## src/rtl/aes_round_ctrl.sv

```systemverilog
// Iterative AES-128 round sequencer: loads a block with the initial AddRoundKey,
// then loops the state and key through one external round datapath NR times.
module aes_round_ctrl #(
  parameter int unsigned NR = 10
) (
  input  logic         clk,
  input  logic         rst,
  input  logic         in_valid,
  output logic         in_ready,
  input  logic [127:0] in_state,
  input  logic [127:0] in_key,
  output logic [127:0] rd_state,
  output logic [127:0] rd_key,
  output logic [3:0]   rd_num,
  output logic         rd_last,
  output logic         rd_en,
  input  logic [127:0] rd_state_res,
  input  logic [127:0] rd_key_res,
  output logic         out_valid,
  input  logic         out_ready,
  output logic [127:0] out_state,
  output logic         busy
);

  typedef enum logic [1:0] {
    ST_IDLE,
    ST_ROUND,
    ST_DONE
  } st_e;

  localparam logic [3:0] NUM_LAST = 4'(NR);

  st_e          st_q, st_d;
  logic [127:0] state_q, state_d;
  logic [127:0] key_q, key_d;
  logic [3:0]   num_q, num_d;
  logic         accept;

  // DONE with out_ready can take the next block in the same cycle (back-to-back).
  assign in_ready  = (st_q == ST_IDLE) | ((st_q == ST_DONE) & out_ready);
  assign accept    = in_valid & in_ready;

  assign rd_state  = state_q;
  assign rd_key    = key_q;
  assign rd_num    = num_q;
  assign rd_en     = (st_q == ST_ROUND);
  assign rd_last   = (st_q == ST_ROUND) & (num_q == NUM_LAST);
  assign out_valid = (st_q == ST_DONE);
  assign out_state = state_q;
  assign busy      = (st_q != ST_IDLE);

  always_comb begin
    // NOTE: every next-state variable defaults to hold first, so no branch can infer a latch.
    st_d    = st_q;
    state_d = state_q;
    key_d   = key_q;
    num_d   = num_q;

    if (accept) begin
      state_d = in_state ^ in_key;
      key_d   = in_key;
      num_d   = 4'd1;
      st_d    = ST_ROUND;
    end else begin
      case (st_q)
        ST_ROUND: begin
          state_d = rd_state_res;
          key_d   = rd_key_res;
          if (num_q == NUM_LAST) begin
            st_d = ST_DONE;
          end else begin
            num_d = num_q + 4'd1;
          end
        end
        ST_DONE: begin
          if (out_ready) begin
            st_d = ST_IDLE;
          end
        end
        default: ;
      endcase
    end
  end

  always_ff @(posedge clk) begin
    // NOTE: non-blocking assignments so every register samples pre-edge values.
    if (rst) begin
      st_q    <= ST_IDLE;
      state_q <= '0;
      key_q   <= '0;
      num_q   <= '0;
    end else begin
      st_q    <= st_d;
      state_q <= state_d;
      key_q   <= key_d;
      num_q   <= num_d;
    end
  end

endmodule

```

## config.mk

```make
export PLATFORM = sky130hd
export DESIGN_NAME = aes_round_ctrl
export DESIGN_NICKNAME = d
export VERILOG_FILES = /design/src/rtl/aes_round_ctrl.sv
export SDC_FILE = /design/constraint.sdc
export NUM_CORES = 1
export LEC_CHECK = 0
export ABC_AREA = 1
export CAP_MARGIN = 20
export CORE_AREA = 10 10 347 349
export DETAILED_ROUTE_END_ITERATION = 8
export DIE_AREA = 0 0 357 359
export PLACE_DENSITY = 0.35
export REMOVE_ABC_BUFFERS = 1
export SLEW_MARGIN = 5
export SYNTH_ARGS = -nofsm -noshare
export SYNTH_HDL_FRONTEND = slang
export SYNTH_SLANG_ARGS = --single-unit
```

## constraint.sdc

```tcl
create_clock -name clk -period 2.45 [get_ports clk]
set_clock_uncertainty 0.2 [all_clocks]
set_input_delay 0.245 -clock clk [delete_from_list [all_inputs] [get_ports clk]]
set_output_delay 0.245 -clock clk [all_outputs]
set_load 0.02 [all_outputs]
```

==> results of run 1 <==
[metrics by stage]
stage / instance area [um2] / total power, mW / setup TNS [ns]
2_1_floorplan: 14600 / 12.8 / -2502.59
3_3_place_gp: 26700 / 20.5 / 0
3_5_place_dp: 26700 / 20.5 / 0
4_1_cts: 28100 / 26.9 / 0
5_1_grt: 28200 / 28.1 / 0
6_report: 28200 / 26.2 / 0
[cell usage in the layout, fill, tap and decap left out, drive strengths merged, types with 6 or more instances in the layout]
| cell type | instances |
|---|---|
| ha | 6 |
| diode | 18 |
| dfxtp | 262 |
| a21oi | 259 |
| inv | 267 |
| nand2 | 1165 |
| clkbuf | 66 |
| nor2 | 8 |
| clkdlybuf4s50 | 901 |
| buf | 85 |
| nand3 | 515 |
[cells by family after synthesis]
family / Yosys count
AOI/OAI and AO/OA: 261
DFF: 262
xor gates and xnor gates: 2
adders and majority gates: 6
and+or+nand+nor: 1689
buffers and inverters: 593
[registers in the layout (all words and copies together), names as in the netlist]
signal and cells:
rd_key 128, rd_num 4, out_state 128, st_q 2
[power by group through the flow]
stage                     clock [mW]  combinational (mW)  sequential (mW)
after global routing            6.61                15.0             6.47
after global placement             0                14.1             6.43
after floorplan                    0                4.83             8.01
after CTS                       6.52                14.1             6.37
after detailed placement           0                14.0             6.45
final                           6.20                13.7             6.32
[layout make-up]
type	instances	area (um2)
Fill cell	12900	85400
Timing Repair Buffer	993	10200
Multi-Input combinational cell	1958	8430
Sequential cell	262	5250
Tap cell	1512	1890
Clock buffer	65	1290
Inverter	266	1010
Clock inverter	6	83.8
Antenna cell	18	45.0
[worst min-delay path, stage by stage]
cell	delay, ns
clkdlybuf4s50_1	0.40
nand2_1	0.05
nand2_1	0.04
nand2_1	0.05
a21oi_1	0.05
[routing by layer]
layer	up-vias	track usage (%)
li1	10100	-
met1	9206	17.2
met2	573	26.9
met3	129	5.53
met4	30	4.41
met5	-	0
[timing repair]
item | CTS | global route
endpoints found under the setup margin | 5 | 1
cloned | 0 | 0
gates resized for setup | 13 | 1
hold buffers | 2 | 0
buffers inserted | 0 | 0
hold endpoints to repair | 65 | 0
[path summary, 6_finish.rpt]
path | startpoint | to | slack [ns] | cells past startpoint
min reg2reg | rd_key[97] | rd_key[97] | 0.28 | 2
max | st_q[0] | in_ready | 0.16 | 5
max reg2reg | st_q[0] | out_state[71] | 0.25 | 9
min | rd_key_res[106] | rd_key[106] | 0.09 | 5
==> results.toml, run 1 <==
[status]
status = "finished, final reports clean"

[worst_setup_path]
path_max_fanout = 10
path_cells = "inv_1 > ha_1 > nand2_1 > nand2_8 > clkbuf_4"
crit_family = "simple AND/OR/NAND/NOR gates"
start_kind = "flip-flop"
slowest_delay_ns = 0.32
cp-end-kind = "output port"
critical_path_class = "reg2out"
required_ns = 2.01
arrival_ns = 1.85
cp_num_buf_inv = 2
cpMaxStageDelayCell = "dfxtp_1"

[drt]
drc = 0
vias_per_cell = 3.95
wl_met3_mm = 8.47
vias = 20100
drt_first_pass_iters = 5
routed_wl_mm = 104
wl_met2_mm = 51.6
wl_met1_mm = 41.4
ant_nets = 0
first_iter_violations = 828
wl_per_cell_um = 20.5
routed.top_layer = "met5"

[floorplanning]
core_region_area_um2 = 114000
die_w_um = 357
ios = 909
start_util_pct = 14.5
dieHeight_um = 359
dieArea_um2 = 128000
rows = 124

[yosys]
synth_top_family_by_area = "simple AND/OR/NAND/NOR gates"
synth.top_cells.by_count = "nand2_1 (1163), nand3_1 (515), inv_1 (264), dfxtp_1 (262), a21oi_1 (259)"
synthCells = 2813
yosys.area_share.adder_pct = 0.454
synth_async_sr_flop_share_pct = 0
synth_xor_area_share_pct = 0.106
synth_top_area_share_pct = 31.8
yosysTopAreaCell = "dfxtp_1"
synth-simple-area-share_pct = 42.4
ys_ff_latch = 262
synth_flop_cell = "dfxtp_1"
ys_seq_area_share_pct = 31.8
synth_cell_type_count = 20
yosysMostFrequentCell = "nand2_1"
synth-edff-count = 0
ys_warn_count = 0
synthMuxAreaShare_pct = 0
synth_area_um2 = 16500
synth_area_leaders = "dfxtp_1 (32%), nand2_1 (26%), nand3_1 (16%)"
synth_compound_area_share_pct = 7.92
avgSynthCellArea_um2 = 5.87

[sta]
setup_viol = 0
rsz0062_at_grt = "no"
hold_viol_final = 0
max_freq_ghz = 0.436
period_share_pct = 93.6
relSlewSlack_pct = 52.1
slew_violations = 0
finalCriticalPeriod_ns = 2.29
holdWs_ns = 0.0943
setup_ws_ns = 0.157
tightest_slew_ns = 0.718

[pwr]
combPwrFrac_pct = 52.3
power_switching_mw = 11.3
irDropWorstVdd_v = 0.000383
p_sw_share_pct = 43.2
p_per_area_nw_per_um2 = 931
pwr-share-clk_pct = 23.6
p_leak_nw = 12.7
p_int_mw = 14.9
power_frac_seq_pct = 24.1

[place]
hpwl_mm = 80.9
portBuffers = 908
place_congestion = 0.804
dp_slack_ns = 0.0472
placed_cells = 4989

[clocking]
htree_levels = 2
clock_tree.root_cell = "clkbuf_16"
clockBufferDepth = 3
insertion_delay_ns = 0.59
cts_tree = "built"
cts.sinks = 262
clkTransAtPathRegs_ns = 0.06
numCtsBuffers = 41

[final_layout]
finish.utilization_pct = 24.8
synthToLayoutAreaGrowth_pct = 70.5
nets = 4044
drive_gt1_share_pct = 4.37
layout.cells.non_filler = 5080

[global_routing]
grt.overflow.total = 0
grt_pass1_vias = 19800
grt_pass1_wl_mm = 146
antenna_found_initial = 39
track_usage_pct = 15.4
grt_max_degree = 100

[worst_hold_path]
hold_path.class = "in2reg"

[flow_run]
drv_cap = 0
(Power assumes the default switching activity.)
==> run 2, diff against run 1 <==
--- a/config.mk
+++ b/config.mk
@@ -5,12 +5,11 @@
 export SDC_FILE = /design/constraint.sdc
 export NUM_CORES = 1
 export LEC_CHECK = 0
-export ABC_AREA = 1
-export CAP_MARGIN = 20
-export CORE_AREA = 10 10 347 349
+export CAP_MARGIN = 5
+export CORE_AREA = 10 10 343 345
 export DETAILED_ROUTE_END_ITERATION = 8
-export DIE_AREA = 0 0 357 359
-export PLACE_DENSITY = 0.35
+export DIE_AREA = 0 0 353 355
+export PLACE_DENSITY = 0.34
 export REMOVE_ABC_BUFFERS = 1
 export SLEW_MARGIN = 5
 export SYNTH_ARGS = -nofsm -noshare
==> run 2 against run 1 <==
  * Critical path depth shrank 2
  * Via count shrank 28%
  * Die area shrank 2.2%
  * Cell count shrank 26%
  * Hold slack gained 0.025 ns
  * Utilization shrank 1.5 points
  * Final area shrank 8.6%
  * First-iteration DRC count shrank 39%
  * Combinational power grew 27%
  * Synthesized cell count shrank 48%
  * Flip-flop and latch count is the same
==> results.toml, run 2 <==
[status]
status = "finished, final reports clean"

[floorplanning]
start_util_pct = 13.0
ios = 909
dieHeight_um = 355
dieArea_um2 = 125000
core_region_area_um2 = 110000
die_w_um = 353
rows = 122

[drt]
routed.top_layer = "met5"
routed_wl_mm = 87.0
vias_per_cell = 3.85
wl_per_cell_um = 23.1
wl_met1_mm = 32.1
drc = 0
first_iter_violations = 501
ant_nets = 0
vias = 14500
wl_met2_mm = 45.4
drt_first_pass_iters = 4
wl_met3_mm = 6.99

[worst_hold_path]
hold_path.class = "in2reg"

[pwr]
irDropWorstVdd_v = 0.000747
p_per_area_nw_per_um2 = 1170
power_frac_seq_pct = 23.6
pwr-share-clk_pct = 18.7
power_switching_mw = 12.9
p_int_mw = 17.2
p_sw_share_pct = 42.9
combPwrFrac_pct = 57.8
p_total_mw = 30.1
p_leak_nw = 8.87

[yosys]
ys_seq_area_share_pct = 36.4
ys_warn_count = 0
ys_ff_latch = 262
synth_cell_type_count = 32
yosysMostFrequentCell = "dfxtp_1"
synth_top_area_share_pct = 36.4
synth-edff-count = 0
synth_async_sr_flop_share_pct = 0
synth_area_um2 = 14400
yosysTopAreaCell = "dfxtp_1"
synth_area_leaders = "dfxtp_1 (36%), mux2i_1 (18%), a211oi_1 (13%)"
synth_flop_cell = "dfxtp_1"
synthCells = 1468
synth.top_cells.by_count = "dfxtp_1 (262), mux2i_1 (256), nor3_1 (256), a211oi_1 (253), buf_4 (143)"
avgSynthCellArea_um2 = 9.81

[sta]
setup_ws_ns = 0.128
slew_violations = 0
tightest_slew_ns = 0.511
hold_viol_final = 0
max_freq_ghz = 0.431
setup_viol = 0
period_share_pct = 94.8
finalCriticalPeriod_ns = 2.32
relSlewSlack_pct = 65.8
rsz0062_at_grt = "no"

[place]
dp_slack_ns = 0.144
hpwl_mm = 69.8
portBuffers = 908
dpl-instance-area_um2 = 24400
placed_cells = 3691
place_congestion = 0.820

[global_routing]
grt_max_degree = 69
grt.overflow.total = 0
track_usage_pct = 13.2
grt_pass1_wl_mm = 122
antenna_found_initial = 18
grt_pass1_vias = 16100

[final_layout]
multi_input_area_um2 = 7180
final_cell_mix = "clkdlybuf4s50_1 (903), dfxtp_1 (261), mux2i_1 (256), nor3_1 (256), a211oi_1 (253)"
nets = 2770
synthToLayoutAreaGrowth_pct = 78.8
drive_gt1_share_pct = 7.64
final_area_um2 = 25700
n_fill_cell = 11900
layout.cells.non_filler = 3773
seq_area_um2 = 5250
final_common_cell = "clkdlybuf4s50_1"

[worst_setup_path]
path_max_fanout = 4
r2r_slack_ns = 0.24
start_kind = "flip-flop"
cp-end-kind = "output port"
arrival_ns = 1.88
critical_path_class = "reg2out"
required_ns = 2.01

[clocking]
clockBufferDepth = 3
htree_levels = 2
cts_tree = "built"
clock_tree.root_cell = "clkbuf_16"
clkTransAtPathRegs_ns = 0.06
insertion_delay_ns = 0.58
numCtsBuffers = 39
cts.sinks = 262

[flow_run]
drv_cap = 0
==> run 2: final cells by class <==
| cell class | count | area share (%) |
|---|---|---|
| Inverter | 9 | 0.160 |
| Sequential cell | 262 | 20.4 |
| Antenna cell | 8 | 0.0778 |
| Tap cell | 1488 | 7.23 |
| Timing Repair Buffer | 1010 | 39.4 |
| Clock buffer | 63 | 4.65 |
| Clock inverter | 7 | 0.209 |
| Multi-Input combinational cell | 926 | 27.9 |
==> run 2: critical path: stages (launching register included) <==
cell and delay (ns):
dfxtp_1 0.32, inv_1 0.15, ha_4 0.20, clkdlybuf4s50_1 0.62
==> run 2: layer usage <==
metal	track usage, %	vias up
li1	-	6846
met2	24.1	541
met4	4.49	18
met3	4.99	112
met1	13.7	7024
met5	0	-
==> run 2: power groups by stage <==
stage	sequential (mW)	combinational, mW	clock, mW
6_report	7.09	17.4	5.62
3_3_place_gp	7.18	17.6	0
5_1_grt	7.31	18.5	6.09
3_5_place_dp	7.18	17.6	0
4_1_cts	7.13	17.7	5.92
2_1_floorplan	7.86	3.76	0
==> run 2: cell families after synthesis <==
logic type,count (synthesis),share of synthesized area (%)
buffers and inverters,280,13.8
AO/OA/AOI/OAI,269,14.2
AND/OR/NAND/NOR,266,9.34
flip-flops,262,36.4
multiplexers,256,17.8
XOR/XNOR,129,7.85
adder cells (fa/ha/maj),6,0.521
==> run 2: worst paths after layout <==
| check | start | to | depth (start not counted) |
|---|---|---|---|
| hold reg to reg | rd_num[2] | rd_num[2] | 2 |
| hold / removal | rd_state_res[12] | out_state[12] | 3 |
| setup reg to reg | st_q[1] | out_state[81] | 8 |
| setup / recovery | st_q[1] | rd_en | 3 |
==> run 2: repair_timing <==
action,CTS,global route
setup endpoints to repair,5,1
pin swaps,0,1
setup buffers,2,1
hold endpoints to repair,36,0
gates resized for setup,7,0
hold buffers,1,0
==> run 2: stage by stage <==
step	hold slack, ns	utilization (%)	setup TNS (ns)
6_report	0.119	23.3	0
5_1_grt	0.0867	23.3	0
4_1_cts	0.0481	23.3	0
3_5_place_dp	0.302	22.1	0
3_3_place_gp	0.302	22.1	0
2_1_floorplan	0.110	-	-2047.32
==> run 3, diff against run 2 <==
--- a/config.mk
+++ b/config.mk
@@ -5,7 +5,6 @@
 export SDC_FILE = /design/constraint.sdc
 export NUM_CORES = 1
 export LEC_CHECK = 0
-export CAP_MARGIN = 5
 export CORE_AREA = 10 10 343 345
 export DETAILED_ROUTE_END_ITERATION = 8
 export DIE_AREA = 0 0 353 355
==> results of run 3 <==
Same layout as run 2: the final DEF is identical, and so are final timing and power.
